**config.mk**
```make
export PLATFORM = sky130hd
export DESIGN_NAME = wb_port_arbiter
export DESIGN_NICKNAME = d
export VERILOG_FILES = /design/src/rtl/wb_port_arbiter.sv
export SDC_FILE = /design/constraint.sdc
export NUM_CORES = 1
export LEC_CHECK = 0
export ABC_CLOCK_PERIOD_IN_PS = 2700
export BUFFER_PORTS_ARGS = -buffer_cell sky130_fd_sc_hd__buf_2
export CORE_AREA = 2 2 101 103
export DETAILED_ROUTE_END_ITERATION = 8
export DIE_AREA = 0 0 103 105
export HOLD_SLACK_MARGIN = 0.12
export PLACE_DENSITY = 0.8
export REMOVE_ABC_BUFFERS = 1
export SLEW_MARGIN = 20
export SYNTH_ARGS = -nofsm -noshare
export SYNTH_HDL_FRONTEND = slang
export SYNTH_SLANG_ARGS = --single-unit
export TNS_END_PERCENT = 30
```
**constraint.sdc**
```tcl
create_clock -name clk -period 2.7 [get_ports clk]
set_clock_uncertainty 0.1 [all_clocks]
set_input_delay 0.135 -clock clk [delete_from_list [all_inputs] [get_ports clk]]
set_output_delay 0.135 -clock clk [all_outputs]
set_load 0.02 [all_outputs]
```
**src/rtl/wb_port_arbiter.sv**
```systemverilog
// wb_port_arbiter: shares one registered writeback port among NUM_UNITS result producers,
// with fixed-priority or round-robin selection and a starvation override.
module wb_port_arbiter #(
  parameter int NUM_UNITS    = 5,
  parameter int DATA_WIDTH   = 32,
  parameter int ID_WIDTH     = 4,
  parameter int ARB_MODE     = 0,
  parameter int STARVE_LIMIT = 8,
  localparam int UW = NUM_UNITS > 1 ? $clog2(NUM_UNITS) : 1,
  localparam int CW = STARVE_LIMIT > 0 ? $clog2(STARVE_LIMIT + 1) : 1
) (
  input  logic                             clk,
  input  logic                             rst_n,
  input  logic [NUM_UNITS-1:0]             unit_done,
  input  logic [NUM_UNITS*ID_WIDTH-1:0]    unit_id,
  input  logic [NUM_UNITS*DATA_WIDTH-1:0]  unit_data,
  output logic [NUM_UNITS-1:0]             unit_ack,
  output logic                             wb_valid,
  output logic [ID_WIDTH-1:0]              wb_id,
  output logic [DATA_WIDTH-1:0]            wb_data,
  output logic [UW-1:0]                    wb_unit,
  input  logic                             wb_ready
);
  logic                  load_en, gnt_any, wb_valid_q;
  logic [UW-1:0]         gnt_idx, rr_ptr_q, wb_unit_q;
  logic [UW:0]           rr_sum;
  logic [NUM_UNITS-1:0]  rot, starve;
  logic [ID_WIDTH-1:0]   wb_id_q, sel_id;
  logic [DATA_WIDTH-1:0] wb_data_q, sel_data;
  logic [CW-1:0]         cnt_q [NUM_UNITS];
  logic [CW-1:0]         cnt_d [NUM_UNITS];

  assign load_en  = !wb_valid_q || wb_ready;
  // rot[i] is the request of unit (rr_ptr + i) mod NUM_UNITS
  assign rot      = NUM_UNITS'({unit_done, unit_done} >> rr_ptr_q);
  assign unit_ack = (rst_n && load_en && gnt_any) ? NUM_UNITS'(1) << gnt_idx : '0;
  assign wb_valid = wb_valid_q;
  assign wb_id    = wb_id_q;
  assign wb_data  = wb_data_q;
  assign wb_unit  = wb_unit_q;

  always_comb begin
    gnt_any = |unit_done;
    gnt_idx = '0;
    rr_sum  = '0;
    starve  = '0;
    for (int i = NUM_UNITS - 1; i >= 0; i--) begin
      starve[i] = STARVE_LIMIT > 0 && unit_done[i] && cnt_q[i] == CW'(STARVE_LIMIT);
      if (ARB_MODE == 0 && unit_done[i]) gnt_idx = UW'(i);
      if (ARB_MODE != 0 && rot[i]) rr_sum = {1'b0, rr_ptr_q} + (UW + 1)'(i);
    end
    if (ARB_MODE != 0)
      gnt_idx = rr_sum >= (UW + 1)'(NUM_UNITS) ? UW'(rr_sum - (UW + 1)'(NUM_UNITS)) : UW'(rr_sum);
    for (int i = NUM_UNITS - 1; i >= 0; i--)
      if (starve[i]) gnt_idx = UW'(i);
  end

  always_comb begin
    sel_id   = '0;
    sel_data = '0;
    for (int i = 0; i < NUM_UNITS; i++)
      if (gnt_idx == UW'(i)) begin
        sel_id   = unit_id[i*ID_WIDTH +: ID_WIDTH];
        sel_data = unit_data[i*DATA_WIDTH +: DATA_WIDTH];
      end
  end

  always_comb begin
    cnt_d = cnt_q;
    for (int i = 0; i < NUM_UNITS; i++)
      cnt_d[i] = (!unit_done[i] || unit_ack[i]) ? '0 :
                 cnt_q[i] == CW'(STARVE_LIMIT) ? cnt_q[i] : cnt_q[i] + 1'b1;
  end

  always_ff @(posedge clk or negedge rst_n) begin
    if (!rst_n) begin
      wb_valid_q <= 1'b0;
      wb_id_q    <= '0;
      wb_data_q  <= '0;
      wb_unit_q  <= '0;
      rr_ptr_q   <= '0;
      cnt_q      <= '{default: '0};
    end else begin
      cnt_q <= cnt_d;
      if (load_en) begin
        wb_valid_q <= gnt_any;
        if (gnt_any) begin
          wb_id_q   <= sel_id;
          wb_data_q <= sel_data;
          wb_unit_q <= gnt_idx;
          rr_ptr_q  <= gnt_idx == UW'(NUM_UNITS - 1) ? '0 : gnt_idx + 1'b1;
        end
      end
    end
  end
endmodule

```
==> flow_summary_export.csv, run 1 <==
group,metric,value,unit
setup_path,max_stage_delay,380,ps
sta,finalCritPeriodShare,97.42,%
logic_synthesis,syn_inst,449,
cells_and_area,areaGrowthSynthToFinish,74.08,%
grt,met3_usage,9.699,%
logic_synthesis,ys_warn_count,0,
cells_and_area,final_cell_mix,"232 x buf_2, 157 x dlygate4sd3_1, 60 x dfrtp_1",
sta,slew_viol_final,0,
drt,wirelength,20960,um
cells_and_area,final_cell_area,0.007521,sq mm
grt,antenna_found_initial,1,
setup_path,crit_path_end_kind,"output port",
cells_and_area,fillers,609,
placement,place.gp.congestion,0.8305,
die,coreArea,0.009639,sq mm
clock_network,clkTransAtPathRegs,70,ps
drt,wl_per_cell,21.56,um
pwr,p_leak,3.448,nW
grt,use_met1,41.80,%
pwr,p_int,1.878,mW
flow_run,drv_cap,0,
drt,viasPerCell,6.117,
setup_path,cp.buffers_inverters,4,
grt,grt_max_degree,61,
pwr,pwr_density_cell,390.4,mW/mm^2
sta,layout_min_cycle_time,2630,ps
outcome,status,"completed",
logic_synthesis,synth_top_area_share,34.75,%
clock_network,numCtsBuffers,9,
sta,hold_viol,0,
logic_synthesis,ys_seq_area_share,34.75,%
logic_synthesis,yosys.area.top_type,"dfrtp_1",
cells_and_area,num-nets-final,1031,
die,floorplan.initialDensity,44.82,%
setup_path,path_class,"reg2out",
clock_network,clk_path_buf_depth,2,
placement,post-place-cells,793,
sta,relSlewSlack,36.24,%
placement,place_hpwl,10980,um
setup_path,worstPathRequired,2470,ps
placement,numPortBuffers,232,
setup_path,crit_family,"buffers and inverters",
setup_path,cp_slowest_cell,"dfrtp_1",
min_path,hp-class,"in2reg",
sta,max_freq,0.3802,GHz
pwr,switching_share,36.05,%
cells_and_area,drive_gt1_share,37.47,%
sta,setup_slack,69.69,ps
drt,route.detailed.drc,0,
sta,worstMarginPinSlew,956.3,ps
setup_path,worstPathMaxFanout,16,
sta,hold_slack,139.8,ps
clock_network,tritoncts,"yes",
drt,ant_nets,0,
grt,track_usage,36.71,%
logic_synthesis,ys.flop_type,"dfrtp_1",
clock_network,root_buffer,"clkbuf_8",
die,die_h,105,um
logic_synthesis,synth_edf_count,0,
logic_synthesis,postSynthAreaPerCell,9.622,sq um
placement,dp_slack,64.30,ps
setup_path,crit_arrival,2400,ps
grt,grt_pass1_wl,31060,um
logic_synthesis,synth.ff_latch_count,60,
logic_synthesis,netlist_area,0.004320,sq mm
drt,drtIter0Drc,375,
die,die_area,0.01082,sq mm
grt,grt_pass1_vias,6168,
grt,met2_usage,59.93,%
setup_path,cp_cell_sequence,"inv_1 > ha_1 > nand4b_1 > o31ai_4 > buf_4 > a211oi_4 > buf_8 > and2_1 > buf_2",
die,row_count,36,
logic_synthesis,synthArstFlopShare,100.0,%
pwr,ir_drop,0.2446,mV
logic_synthesis,synth_area_leaders,"dfrtp_1 35%, mux2i_1 8.6%, a221oi_2 6.6%, or4_1 6.4%, o211ai_1 6.3%",
placement,post_dp_cell_area,0.005687,sq mm
drt,vias,5946,
logic_synthesis,synth.distinct_cells,50,
die,die_w,103,um
setup_path,startpoint_type,"flop",
drt,firstDrtPassIters,7,
pwr,power_frac_clock,24.1,%
clock_network,clk-insertion-delay-late,350,ps
pwr,seq_power_share,37.8,%
grt,gr-total-overflow,0,
pwr,p_switching,1.059,mW
die,ioPinCount,233,
pwr,p_comb_share,38.0,%
sta,setup_viol,0,
clock_network,htreeDepth,3,
grt,busiest_layer,"met2",
cells_and_area,layout.cells.non_filler,972,
cells_and_area,layout_commonest_cell,"buf_2",
setup_path,reg2reg_slack,90,ps
clock_network,cts_sinks,60,
-- repair_timing --
action	in CTS	in global routing
setup endpoints to repair	4	34
gates cloned	0	1
pin swaps	0	3
buffers inserted	1	3
endpoints found under the hold margin	104	0
gates resized for setup	3	12
hold buffers	157	0
-- worst min-delay path: cells and delay by family --
kind                   cells  cell delay (ps)
AND/OR/NAND/NOR            1               80
AO/OA/AOI/OAI              2              240
buffers and inverters      1               70
-- routing by layer --
layer  up-vias  part of all wire (%)
met3       145                    11
met1      2743                    36
met5         -                     0
met4         0                   6.8
li1       2565                     -
met2       493                    46
-- synthesized netlist by cell type, drive strengths merged, types with 2 or more instances --
library cell	number
dfrtp	60
o21ai	44
mux2i	37
or4	37
a221oi	36
o211ai	36
o22ai	36
clkbuf	26
nor2	21
buf	18
nand2	14
inv	11
ha	10
a21oi	6
xnor2	6
xor2	6
nand3	5
nand4b	4
or2	4
and2	3
nand2b	3
nand3b	3
and4b	2
nor3	2
nor4	2
o2111ai	2
o31ai	2
-- power by group through the flow --
stage | Clock, mW | Combinational, mW | Sequential, mW
2_1_floorplan | 0 | 0.369 | 1.21
3_3_place_gp | 0 | 0.844 | 1.11
3_5_place_dp | 0 | 0.870 | 1.11
4_1_cts | 0.710 | 1.05 | 1.10
5_1_grt | 0.750 | 1.18 | 1.12
6_report | 0.708 | 1.12 | 1.11
-- cells by family after synthesis --
kind of cell | after synthesis | share of synthesized area [%]
adder cells (fa/ha/maj) | 10 | 2.896
multiplexers | 38 | 8.833
AO/OA/AOI/OAI | 171 | 30.50
AND/OR/NAND/NOR | 103 | 14.94
flip-flops | 60 | 34.75
XOR/XNOR | 12 | 2.433
buffers and inverters | 55 | 5.647
-- state kept, by name (all words and copies together) (netlist names) --
name	cells
cnt_q	20
wb_data	32
wb_id	4
wb_unit	3
wb_valid	1
-- path summary, 6_finish.rpt --
check | startpoint | to | depth (start not counted)
max | cnt_q[12]$_DFFE_PN0P_ | unit_ack[3] | 9
min | unit_data[156] | wb_data[28]$_DFFE_PN0P_ | 4
max reg2reg | cnt_q[12]$_DFFE_PN0P_ | cnt_q[9]$_DFFE_PN0P_ | 9
min reg2reg | wb_unit[2]$_DFFE_PN0P_ | wb_unit[2]$_DFFE_PN0P_ | 2
max in group asynchronous | rst_n | wb_unit[2]$_DFFE_PN0P_ | 3
min in group asynchronous | rst_n | wb_data[28]$_DFFE_PN0P_ | 3
-- cell type report --
cell class / count / area [sq um] / area share (%)
diodes: 1 / 2.502 / 0.03327
clock buffers: 11 / 131.4 / 1.747
clock inverters: 5 / 28.78 / 0.3826
inverters: 11 / 41.29 / 0.5490
multi-input cells: 335 / 2663 / 35.40
flip-flops and latches: 60 / 1501 / 19.96
well taps: 133 / 166.4 / 2.213
repair buffers: 416 / 2987 / 39.71
-- per-stage QoR --
stage / util [%] / power [mW] / TNS, ps
2_1_floorplan: - / 1.581 / -100000
3_3_place_gp: 59.00 / 1.951 / 0
3_5_place_dp: 59.00 / 1.983 / 0
4_1_cts: 77.26 / 2.859 / 0
5_1_grt: 78.02 / 3.052 / -0.4754
6_report: 78.02 / 2.936 / 0
(Power assumes the default switching activity.)
==> inputs of run 2 (changes only) <==
Settings changed: ABC_AREA from default to 1, CORE_AREA 2 2 101 103 to 2 2 106 108, DIE_AREA 0 0 103 105 to 0 0 108 110, PLACE_DENSITY 0.8 to 0.77.
==> flow_summary_export.csv, run 2 <==
group,metric,value,unit
logic_synthesis,ys.flop_type,"dfrtp_1",
setup_path,cp_slowest_cell,"dfrtp_1",
logic_synthesis,synth_top_area_share,32.03,%
die,floorplan.initialDensity,43.82,%
cells_and_area,multiInputGateArea,0.002580,sq mm
logic_synthesis,postSynthAreaPerCell,6.276,sq um
clock_network,root_buffer,"clkbuf_8",
sta,layout_min_cycle_time,2541,ps
clock_network,numCtsBuffers,9,
cells_and_area,final_cell_mix,"232 x buf_2, 216 x nand2_1, 159 x dlygate4sd3_1",
grt,grt_max_degree,61,
die,die_area,0.01188,sq mm
drt,viasPerCell,5.467,
outcome,status,"completed",
min_path,hp-class,"in2reg",
cells_and_area,layout.cells.non_filler,1269,
cells_and_area,layout_commonest_cell,"buf_2",
cells_and_area,areaGrowthSynthToFinish,65.97,%
flow_run,drv_cap,0,
setup_path,cp_cell_sequence,"inv_1 > ha_1 > nand4_2 > nand2_2 > inv_2 > nand2_1 > buf_8 > nor2_1 > nand2_1 > inv_1 > buf_2",
drt,drtIter0Drc,721,
min_path,whs_path_depth,7,
cells_and_area,drive_gt1_share,25.18,%
cells_and_area,fillers,806,
logic_synthesis,yosysMostFrequentCell,"nand2_1",
logic_synthesis,synthTopCellsByCount,"218 x nand2_1, 109 x nand3_1, 105 x inv_1",
setup_path,startpoint,"cnt_q[12]$_DFFE_PN0P_",
logic_synthesis,yosys.area.top_type,"dfrtp_1",
placement,dp_slack,273.8,ps
sta,worstMarginPinSlew,801.2,ps
clock_network,tritoncts,"yes",
placement,numPortBuffers,232,
setup_path,reg2reg_slack,180,ps
drt,wl_per_cell,17.46,um
setup_path,crit_path_end_kind,"output port",
grt,antenna_found_initial,2,
pwr,fin_total_pwr,3.095,mW
min_path,holdPathEnd,"wb_data[5]$_DFFE_PN0P_",
min_path,min_from,"unit_data[69]",
pwr,p_leak,4.483,nW
cells_and_area,num-nets-final,1321,
logic_synthesis,netlist_area,0.004688,sq mm
setup_path,startpoint_type,"flop",
sta,max_freq,0.3936,GHz
die,die_w,108,um
setup_path,r2r_cells,12,
clock_network,htreeDepth,3,
cells_and_area,largest_reg_flops,32,
logic_synthesis,syn_inst,747,
logic_synthesis,synth.distinct_cells,26,
clock_network,clk-insertion-delay-late,340,ps
logic_synthesis,synth_edf_count,0,
logic_synthesis,synth_area_leaders,"dfrtp_1 32%, nand2_1 17%, nand3_1 12%, inv_1 8.4%, nor2_1 5.4%",
die,die_h,110,um
placement,post-place-cells,1092,
setup_path,worstPathRequired,2470,ps
grt,grt_pass1_vias,6995,
drt,vias,6938,
pwr,ir_drop,0.2933,mV
sta,hold_viol,0,
sta,slew_viol_final,0,
placement,place_hpwl,11560,um
logic_synthesis,synthArstFlopShare,100.0,%
sta,relSlewSlack,46.58,%
logic_synthesis,ys_warn_count,0,
logic_synthesis,synth.ff_latch_count,60,
setup_path,cp.buffers_inverters,5,
setup_path,rr_startpoint,"cnt_q[16]$_DFFE_PN0P_",
setup_path,crit_family,"simple AND/OR/NAND/NOR gates",
die,coreArea,0.01070,sq mm
die,ioPinCount,233,
grt,track_usage,36.91,%
sta,setup_viol,0,
setup_path,r2r-end,"wb_data[0]$_DFFE_PN0P_",
clock_network,clk_path_buf_depth,2,
setup_path,max_stage_delay,420,ps
logic_synthesis,ys_seq_area_share,32.03,%
die,row_count,38,
grt,gr-total-overflow,0,
sta,setup_slack,159.4,ps
grt,grt_pass1_wl,33880,um
drt,ant_nets,0,
drt,route.detailed.drc,0,
drt,firstDrtPassIters,6,
clock_network,cts_sinks,60,
placement,place.gp.congestion,0.8820,
sta,finalCritPeriodShare,94.09,%
pwr,pwr_density_cell,397.8,mW/mm^2
setup_path,crit_arrival,2310,ps
setup_path,path_class,"reg2out",
clock_network,clkTransAtPathRegs,70,ps
setup_path,worstPathMaxFanout,38,
drt,wirelength,22160,um
cells_and_area,seqCellArea,0.001501,sq mm
==> run 2: what timing repair did <==
item / in CTS / in global routing
setup buffers: 0 / 1
hold buffers: 159 / 0
resized for setup: 0 / 11
setup endpoints to repair: 0 / 6
hold endpoints to repair: 112 / 0
==> run 2: worst max path at each step <==
stage,endpoint,cells past startpoint
finish,unit_ack[3],11
CTS,unit_ack[3],11
global route,unit_ack[1],11
global placement,wb_data[31]$_DFFE_PN0P_,12
floorplan,unit_ack[1],10
detailed placement,wb_data[31]$_DFFE_PN0P_,12
==> run 2: logic make-up after synthesis <==
logic type               Yosys count  synth area share (%)
buffers and inverters            154                 13.77
flip-flops                        60                 32.03
XOR/XNOR                          10                 1.868
AO/OA/AOI/OAI                     64                 7.473
AND/OR/NAND/NOR                  449                 42.19
adder cells (fa/ha/maj)           10                 2.669
==> run 2: routing by layer <==
layer	global-route usage [%]	vias to the layer above	part of all wire, %
met5	0	-	0.059
met4	25.37	2	6.9
met3	13.58	169	11
met2	58.67	583	46
met1	41.36	3061	36
li1	-	3123	-
==> run 2: worst register-to-register path, cell delays in order (launching register included) <==
cell,delay (ps)
dfrtp_1,360
inv_1,70
ha_1,240
nand4_4,170
buf_4,310
nand2_2,220
nand2_2,210
buf_4,280
nor2_1,80
nor2_1,160
nand2_1,80
nand2_1,70
nand2_1,80
==> run 2: metrics by stage <==
step | TNS [ps] | cell area, sq um | hold slack [ps] | utilization (%)
5_1_grt | -11.60 | 7781 | 157.8 | 72.74
3_5_place_dp | 0 | 5972 | 270.4 | 55.82
4_1_cts | 0 | 7741 | 120.2 | 72.36
2_1_floorplan | -62000 | 4452 | -260.6 | -
3_3_place_gp | 0 | 5972 | 279.3 | 55.82
6_report | 0 | 7781 | 121.6 | 72.74
==> run 2: area by class of cell <==
cell class / instances / area share, %
multi-input cells: 533 / 33.16
repair buffers: 410 / 37.63
diodes: 1 / 0.03216
clock inverters: 6 / 0.5146
inverters: 109 / 5.355
flip-flops and latches: 60 / 19.30
clock buffers: 10 / 1.769
well taps: 140 / 2.251
==> run 2: report_power, final <==
group	total [mW]	switching (mW)	internal, mW
registers	1.11	0.0822	1.03
clock network	0.744	0.390	0.354
logic	1.24	0.718	0.525
total	3.10	1.19	1.91
